[src/rtl/pc_pkg.sv]
// pc_pkg: shared definitions for the program-counter unit.
//   - pc_sel_t / SEL_*  : next-PC select encoding
//   - DEF_PC_W/DEF_OFF_W: default PC and offset-field widths
package pc_pkg;

  localparam int DEF_PC_W  = 32;
  localparam int DEF_OFF_W = 8;

  typedef logic [1:0] pc_sel_t;

  localparam pc_sel_t SEL_SEQ  = 2'd0;  // PC + INC
  localparam pc_sel_t SEL_TGT  = 2'd1;  // PC-relative target
  localparam pc_sel_t SEL_RAS  = 2'd2;  // top of return-address stack
  localparam pc_sel_t SEL_HOLD = 2'd3;  // keep current PC

endpackage

[src/rtl/pc_unit_if.sv]
// pc_unit_if: control-unit <-> PC-unit bus.
//   Requests (master -> slave): STALL, BRANCH, JUMP, CALL, RET, OFFSET
//   Status   (slave -> master): PC, PC_PLUS, TARGET, RAS_EMPTY, RAS_FULL, RAS_ERR
interface pc_unit_if #(
  parameter int PC_W  = pc_pkg::DEF_PC_W,
  parameter int OFF_W = pc_pkg::DEF_OFF_W
);
  logic             STALL;
  logic             BRANCH;
  logic             JUMP;
  logic             CALL;
  logic             RET;
  logic [OFF_W-1:0] OFFSET;
  logic [PC_W-1:0]  PC;
  logic [PC_W-1:0]  PC_PLUS;
  logic [PC_W-1:0]  TARGET;
  logic             RAS_EMPTY;
  logic             RAS_FULL;
  logic             RAS_ERR;

  modport master (
    output STALL, BRANCH, JUMP, CALL, RET, OFFSET,
    input  PC, PC_PLUS, TARGET, RAS_EMPTY, RAS_FULL, RAS_ERR
  );

  modport slave (
    input  STALL, BRANCH, JUMP, CALL, RET, OFFSET,
    output PC, PC_PLUS, TARGET, RAS_EMPTY, RAS_FULL, RAS_ERR
  );
endinterface

[src/rtl/pc_ras.sv]
// pc_ras: circular return-address stack.
//   clk_i, rst_ni (sync, active-low)
//   push_i/push_data_i : push a return address (overwrites oldest when full)
//   pop_i              : pop top entry (pop on empty only flags an error)
//   top_o              : current top entry (valid when !empty_o)
//   empty_o/full_o     : derived from registered count
//   err_o              : sticky over/underflow flag, cleared only by reset
// pop_i has priority over push_i if both are asserted.
module pc_ras #(
  parameter int W     = 32,
  parameter int DEPTH = 4
) (
  input  logic         clk_i,
  input  logic         rst_ni,
  input  logic         push_i,
  input  logic         pop_i,
  input  logic [W-1:0] push_data_i,
  output logic [W-1:0] top_o,
  output logic         empty_o,
  output logic         full_o,
  output logic         err_o
);
  localparam int PW = $clog2(DEPTH);
  localparam int CW = PW + 1;

  logic [W-1:0]  mem_q [DEPTH];
  logic [PW-1:0] wp_q, wp_d;     // next write slot; top is wp_q-1
  logic [CW-1:0] cnt_q, cnt_d;
  logic          err_q, err_d;

  assign empty_o = (cnt_q == '0);
  assign full_o  = (cnt_q == CW'(DEPTH));
  assign err_o   = err_q;
  assign top_o   = mem_q[wp_q - PW'(1)];

  always_comb begin
    wp_d  = wp_q;
    cnt_d = cnt_q;
    err_d = err_q;
    if (pop_i) begin
      if (empty_o) begin
        err_d = 1'b1;
      end else begin
        wp_d  = wp_q - PW'(1);
        cnt_d = cnt_q - CW'(1);
      end
    end else if (push_i) begin
      // DEPTH is a power of two, so the pointer wraps onto the oldest
      // entry once full; count saturates and the loss is flagged.
      wp_d = wp_q + PW'(1);
      if (full_o) err_d = 1'b1;
      else        cnt_d = cnt_q + CW'(1);
    end
  end

  always_ff @(posedge clk_i) begin
    if (!rst_ni) begin
      wp_q  <= '0;
      cnt_q <= '0;
      err_q <= 1'b0;
    end else begin
      wp_q  <= wp_d;
      cnt_q <= cnt_d;
      err_q <= err_d;
    end
  end

  // Storage has no reset; contents are meaningless while count is zero.
  always_ff @(posedge clk_i) begin
    if (rst_ni && push_i && !pop_i) mem_q[wp_q] <= push_data_i;
  end
endmodule

[src/rtl/pc_unit.sv]
// pc_unit: PC register, sequential/target adders, next-PC select and RAS.
//   CLK   : rising-edge clock
//   RESET : synchronous active-low reset (PC <= RESET_PC, stack emptied)
//   bus   : pc_unit_if.slave (requests in, PC/PC_PLUS/TARGET/RAS flags out)
// Priority: reset > STALL > RET > CALL > JUMP|BRANCH > sequential.
module pc_unit
  import pc_pkg::*;
#(
  parameter int              PC_W      = DEF_PC_W,
  parameter int unsigned     INC       = 4,
  parameter int              OFF_W     = DEF_OFF_W,
  parameter int              OFF_SHIFT = 2,
  parameter logic [PC_W-1:0] RESET_PC  = '0,
  parameter int              RAS_DEPTH = 4
) (
  input  logic       CLK,
  input  logic       RESET,
  pc_unit_if.slave   bus
);
  logic [PC_W-1:0] pc_q, pc_d;
  logic [PC_W-1:0] pc_plus, target, off_sext, ras_top;
  logic            ras_push, ras_pop, ras_empty, ras_full, ras_err;
  pc_sel_t         sel;

  // Sign-extend first, then scale words to bytes; sums wrap mod 2^PC_W.
  assign off_sext = {{(PC_W-OFF_W){bus.OFFSET[OFF_W-1]}}, bus.OFFSET};
  assign pc_plus  = pc_q + PC_W'(INC);
  assign target   = pc_plus + (off_sext << OFF_SHIFT);

  always_comb begin
    sel      = SEL_SEQ;
    ras_push = 1'b0;
    ras_pop  = 1'b0;
    if (bus.STALL) begin
      sel = SEL_HOLD;
    end else if (bus.RET) begin
      // Pop on empty only raises the error; fall through to sequential.
      ras_pop = 1'b1;
      sel     = ras_empty ? SEL_SEQ : SEL_RAS;
    end else if (bus.CALL) begin
      ras_push = 1'b1;
      sel      = SEL_TGT;
    end else if (bus.JUMP || bus.BRANCH) begin
      sel = SEL_TGT;
    end
  end

  always_comb begin
    case (sel)
      SEL_TGT:  pc_d = target;
      SEL_RAS:  pc_d = ras_top;
      SEL_HOLD: pc_d = pc_q;
      default:  pc_d = pc_plus;
    endcase
  end

  always_ff @(posedge CLK) begin
    if (!RESET) pc_q <= RESET_PC;
    else        pc_q <= pc_d;
  end

  pc_ras #(
    .W     (PC_W),
    .DEPTH (RAS_DEPTH)
  ) u_ras (
    .clk_i       (CLK),
    .rst_ni      (RESET),
    .push_i      (ras_push),
    .pop_i       (ras_pop),
    .push_data_i (pc_plus),
    .top_o       (ras_top),
    .empty_o     (ras_empty),
    .full_o      (ras_full),
    .err_o       (ras_err)
  );

  assign bus.PC        = pc_q;
  assign bus.PC_PLUS   = pc_plus;
  assign bus.TARGET    = target;
  assign bus.RAS_EMPTY = ras_empty;
  assign bus.RAS_FULL  = ras_full;
  assign bus.RAS_ERR   = ras_err;
endmodule

[src/flat_wrapper.sv]
// flat-port wrapper written by rule: the top's interface ports become plain ports
module pc_unit_flat import pc_pkg::*;
#(
  parameter int              PC_W      = DEF_PC_W,
  parameter int unsigned     INC       = 4,
  parameter int              OFF_W     = DEF_OFF_W,
  parameter int              OFF_SHIFT = 2,
  parameter logic [PC_W-1:0] RESET_PC  = '0,
  parameter int              RAS_DEPTH = 4
)
  (CLK, RESET, bus_STALL, bus_BRANCH, bus_JUMP, bus_CALL, bus_RET, bus_OFFSET, bus_PC, bus_PC_PLUS, bus_TARGET, bus_RAS_EMPTY, bus_RAS_FULL, bus_RAS_ERR);
  pc_unit_if #(.PC_W(PC_W), .OFF_W(OFF_W)) bus_i ();
  input  logic CLK;
  input  logic RESET;
  input wire logic [$bits(bus_i.STALL)-1:0] bus_STALL;
  input wire logic [$bits(bus_i.BRANCH)-1:0] bus_BRANCH;
  input wire logic [$bits(bus_i.JUMP)-1:0] bus_JUMP;
  input wire logic [$bits(bus_i.CALL)-1:0] bus_CALL;
  input wire logic [$bits(bus_i.RET)-1:0] bus_RET;
  input wire logic [$bits(bus_i.OFFSET)-1:0] bus_OFFSET;
  output wire logic [$bits(bus_i.PC)-1:0] bus_PC;
  output wire logic [$bits(bus_i.PC_PLUS)-1:0] bus_PC_PLUS;
  output wire logic [$bits(bus_i.TARGET)-1:0] bus_TARGET;
  output wire logic [$bits(bus_i.RAS_EMPTY)-1:0] bus_RAS_EMPTY;
  output wire logic [$bits(bus_i.RAS_FULL)-1:0] bus_RAS_FULL;
  output wire logic [$bits(bus_i.RAS_ERR)-1:0] bus_RAS_ERR;
  assign bus_i.STALL = bus_STALL;
  assign bus_i.BRANCH = bus_BRANCH;
  assign bus_i.JUMP = bus_JUMP;
  assign bus_i.CALL = bus_CALL;
  assign bus_i.RET = bus_RET;
  assign bus_i.OFFSET = bus_OFFSET;
  assign bus_PC = bus_i.PC;
  assign bus_PC_PLUS = bus_i.PC_PLUS;
  assign bus_TARGET = bus_i.TARGET;
  assign bus_RAS_EMPTY = bus_i.RAS_EMPTY;
  assign bus_RAS_FULL = bus_i.RAS_FULL;
  assign bus_RAS_ERR = bus_i.RAS_ERR;
  pc_unit #(.PC_W(PC_W), .INC(INC), .OFF_W(OFF_W), .OFF_SHIFT(OFF_SHIFT), .RESET_PC(RESET_PC), .RAS_DEPTH(RAS_DEPTH)) u_core (.CLK(CLK), .RESET(RESET), .bus(bus_i));
endmodule
[config.mk]
export PLATFORM = sky130hd
export DESIGN_NAME = pc_unit_flat
export DESIGN_NICKNAME = d
export VERILOG_FILES = /design/src/rtl/pc_pkg.sv /design/src/rtl/pc_unit_if.sv /design/src/rtl/pc_ras.sv /design/src/rtl/pc_unit.sv /design/src/flat_wrapper.sv
export SDC_FILE = /design/constraint.sdc
export NUM_CORES = 1
export LEC_CHECK = 0
export ABC_CLOCK_PERIOD_IN_PS = 4220
export CORE_MARGIN = 3
export CORE_UTILIZATION = 56
export CTS_CLUSTER_SIZE = 10
export DETAILED_ROUTE_END_ITERATION = 10
export PLACE_DENSITY = 0.81
export SYNTH_ARGS = -nofsm -noshare
export SYNTH_HDL_FRONTEND = slang
export SYNTH_SLANG_ARGS = --single-unit
[constraint.sdc]
create_clock -name CLK -period 4.22 [get_ports CLK]
set_input_delay 0.422 -clock CLK [delete_from_list [all_inputs] [get_ports CLK]]
set_output_delay 0.422 -clock CLK [all_outputs]
set_load 0.05 [all_outputs]
==> impl_results.md <==
- Root Driver: clkbuf_16
- Largest net degree at the start of global routing: 33
- Combinational power share: between 40% and 50%
- Max Root-Sink Buffers: 2
- CP Launch Type: flop
- Vias: between 7000 and 8000
- Worst setup margin: -10.4 ps
- Critical Path AT: 3810 ps
- Final setup vio count: 1
- Layout Skew: 6.74 ps
- Worst r2r path cells: 16
- Total wire length: 28500 µm
- Cell Area, Placed: around 0.011 mm²
- P&R area growth vs syn: 40.9%
- Sink Count: approximately 170
- Nets: 995
- RD Place Congestion: 0.977
- R2R Setup Slk: 540 ps
- Vias in the first global route: 7628
- Die area: 0.0176 mm²
- Post-Syn Instances: 765
- CTS H-Tree Depth: 4
- Slew Limit Fails: 0
- Share of cells above drive strength 1: 31.5%
- Total GRT Usage: 31.9%
- Die width: between 100 and 150 µm
- Crit path max fanout: 7
- Worst skew pair latency: 440 ps
- Hold path depth: 2
- HP Start: u_core.u_ras.err_o
- RSZ-0062 raised after global routing: true
- EDFF count, synth: approximately 130
- R2R Path End: u_core.bus.PC[23]
- Wire per inst: 24.6 µm
- Yosys warnings: 0
- Synthesized cell area: 0.00896 mm²
- Clock slew at reported path FFs: 70 ps
- Post-synth ARST share: 0%
- Net Count, Synth: a little over 800
- Detail Route Antenna Nets: 0
- Hold Vio Cnt, Final: 0
- Total grt overflow: 0
- Post-synthesis mux area share: 8.38%
- Global-route wire length before repair: between 40000 and 50000 µm
- Ant diodes: 0
- Max-cap viol count: 0
- Worst slew pin tran: approximately 880 ps
- CTS Buf Count: 17
- HP Class: reg2reg
- Largest family of logic cells by synthesized area: compound AO/OA/AOI/OAI gates
- Post-Synth XOR/XNOR Area: 5.83%
- Tcrit/Tclk final: 100%
- Via density per instance: 6.52
- Yosys cell types: 65
- Crit path time final: 4230 ps
- DR DRC count: 0
- Main flop type after synthesis: edfxtp_1
- CP Capture Type: output port
- Post-Layout Inst Area: 0.0126 mm²
- Die Y: approximately 130 µm
- IO Count: around 110
- #FFs+latches synth: 166
- Synth Area per Inst: 11.7 µm²
- Leakage: 4.71 nW
- Status: finished with violations
- Worst slack at placement: approximately 18 ps
- FP Rows: 45
- Detailed Routing Iterations Pass 1: 6
- CTS tree: built
- P_sw: 2.33 mW
- Failing checks: setup timing
- Synth Area in Compound Gates: 14.3%
- I/O Buffers: between 100 and 150
- DR iter-0 viols: 884
- Seq pwr share: 32.5%
- Post-synthesis simple-gate area fraction: roughly 11%
- Core area: 0.0154 mm²
- Post-synthesis sequential area ratio: 51.4%
- Worst Setup Path Type: reg2out
- R2R Path Start: u_core.bus.PC[2]
- Clock power frac: 26.2%
- Post-cts hold buffer count: 0
- Initial core utilization: between 50 and 60%
- Sw frac: approximately 39%
- CP required: approximately 3800 ps
- Pwr dens: 476 mW/mm²
- Fmax: 0.236 GHz
- Slew margin rel.: approximately two fifths
- Peak ir drop on the vdd network: about 0.33 mV
- Initial antenna violation count: 0
- Internal power: 3.68 mW
- Hpwl dp: 17500 µm
- Post-Synth Adder-Cell Area: 6.45%
- Hold path endpoint: u_core.u_ras.err_o
==> per-layer routing <==
metal | global-route usage, % | share of wire (%)
met1 | 43.3 | 39
met2 | 51.0 | 49
met5 | 0 | 0
met4 | 11.7 | 2.7
met3 | 7.00 | 9.5
==> state kept, by name (all words and copies together) (netlist names) <==
register	count
u_core.bus.PC	32
u_core.u_ras.cnt_q	3
u_core.u_ras.err_o	1
u_core.u_ras.mem_q	128
u_core.u_ras.wp_q	2
==> timing repair <==
item / 4_1_cts / 5_1_grt
pin swaps: 24 / 23
endpoints found under the setup margin: 20 / 19
setup buffers: 17 / 20
gates resized for setup: 52 / 42
==> layout make-up <==
class / count / area [µm²]
Fill cell: 883 / 2790
Inverter: 19 / 71.3
Multi-Input combinational cell: 538 / 5070
Timing Repair Buffer: 193 / 1970
Tap cell: 211 / 264
Sequential cell: 166 / 4660
Clock inverter: 14 / 168
Clock buffer: 18 / 429
==> placed cells by master, fill, tap and decap left out, types with 11 or more instances in the layout <==
| cell type | count |
|---|---|
| buf_4 | 78 |
| dfxtp_4 | 12 |
| nand2_1 | 61 |
| a21oi_1 | 44 |
| ha_1 | 27 |
| xnor2_4 | 16 |
| clkdlybuf4s50_1 | 90 |
| a21o_1 | 17 |
| a221oi_1 | 15 |
| o21ai_0 | 25 |
| o21ai_1 | 11 |
| nor2_1 | 55 |
| mux4_2 | 32 |
| inv_1 | 15 |
| buf_12 | 23 |
| nand3_1 | 11 |
| edfxtp_1 | 128 |
| nor3_1 | 12 |
| dfxtp_1 | 18 |
| clkbuf_16 | 17 |
==> kinds of logic after synthesis <==
| kind of cell | after synthesis |
|---|---|
| compound gates | 194 |
| xor+xnor | 58 |
| fa+ha+maj | 45 |
| buf+inv | 61 |
| flops | 166 |
| mux | 35 |
| simple gates | 206 |
==> critical path, cell delays in order, from the launching register on <==
cell and delay (ps):
dfxtp_4 380, ha_4 140, and3_4 230, and2_4 160, nand4_1 200, xnor2_4 230
ha_4 310, o21a_1 190, a21oi_2 100, a211oi_4 310, o211ai_1 150, a31oi_2 330
inv_2 100, o21ai_4 210, xor2_4 180, buf_12 150
==> power groups by stage <==
| stage | clock [mW] | sequential, mW | combinational, mW |
|---|---|---|---|
| 6_report | 1.58 | 1.95 | 2.48 |
| 5_1_grt | 1.65 | 1.96 | 2.60 |
| 4_1_cts | 1.58 | 1.95 | 2.38 |
| 3_5_place_dp | 0 | 1.98 | 2.28 |
| 3_3_place_gp | 0 | 1.97 | 2.26 |
| 2_1_floorplan | 0 | 2.09 | 1.34 |
==> worst max-delay path by stage <==
stage,start,endpoint,slack [ps],cells after the start
5_1_grt,u_core.bus.PC[21],bus_TARGET[30],-110,13
3_3_place_gp,u_core.bus.PC[2],bus_TARGET[30],160,15
6_report,u_core.bus.PC[2],bus_TARGET[30],-10,15
2_1_floorplan,u_core.bus.PC[4],bus_TARGET[28],-130,14
3_5_place_dp,u_core.bus.PC[2],bus_TARGET[30],20,15
4_1_cts,u_core.bus.PC[2],bus_TARGET[30],-30,17
==> synth_stat cells, types with 3 or more instances <==
master      n  area (µm²)
nand4_1    10        62.6
ha_1       43         538
inv_1      16        60.1
dfxtp_1    38         761
and3_1      9        56.3
buf_2       4        20.0
inv_2       3        11.3
clkbuf_1   34         128
edfxtp_1  128        3840
a21oi_1    54         270
xnor2_1    34         298
nor3_1     14        70.1
a22oi_1     3        22.5
xor2_1     22         193
nand2_1    64         240
a21o_1     17         128
nor2b_1     6        37.5
nand2b_1    3        18.8
a211oi_1    7        52.6
and2_1      9        56.3
mux2i_1     3        30.0
o21a_1      7        52.6
and4_1      3        26.3
buf_4       4        30.0
o22ai_1     3        18.8
mux4_2     32         721
nor3b_1     3        22.5
a31oi_1    13        81.3
a22o_1      3        26.3
a221oi_1   16         140
nor2_1     59         221
o211ai_1    4        30.0
o21ai_0    26         130
nand3_1    17        85.1
o21ai_1    16        80.1
==> through the flow <==
stage                     std cells  power, mW  setup TNS, ps  utilization, %  hold slack (ps)
after detailed placement       1091       4.26              0            72.8              469
after CTS                      1140       5.90          -39.2            79.3              486
final                          1159       6.01          -10.4            81.9              480
after global routing           1159       6.21           -564            81.9              531
after floorplan                 765       3.43           -275               -              468
after global placement         1091       4.23              0            72.8              454
Power figures use the tool's default switching activity.
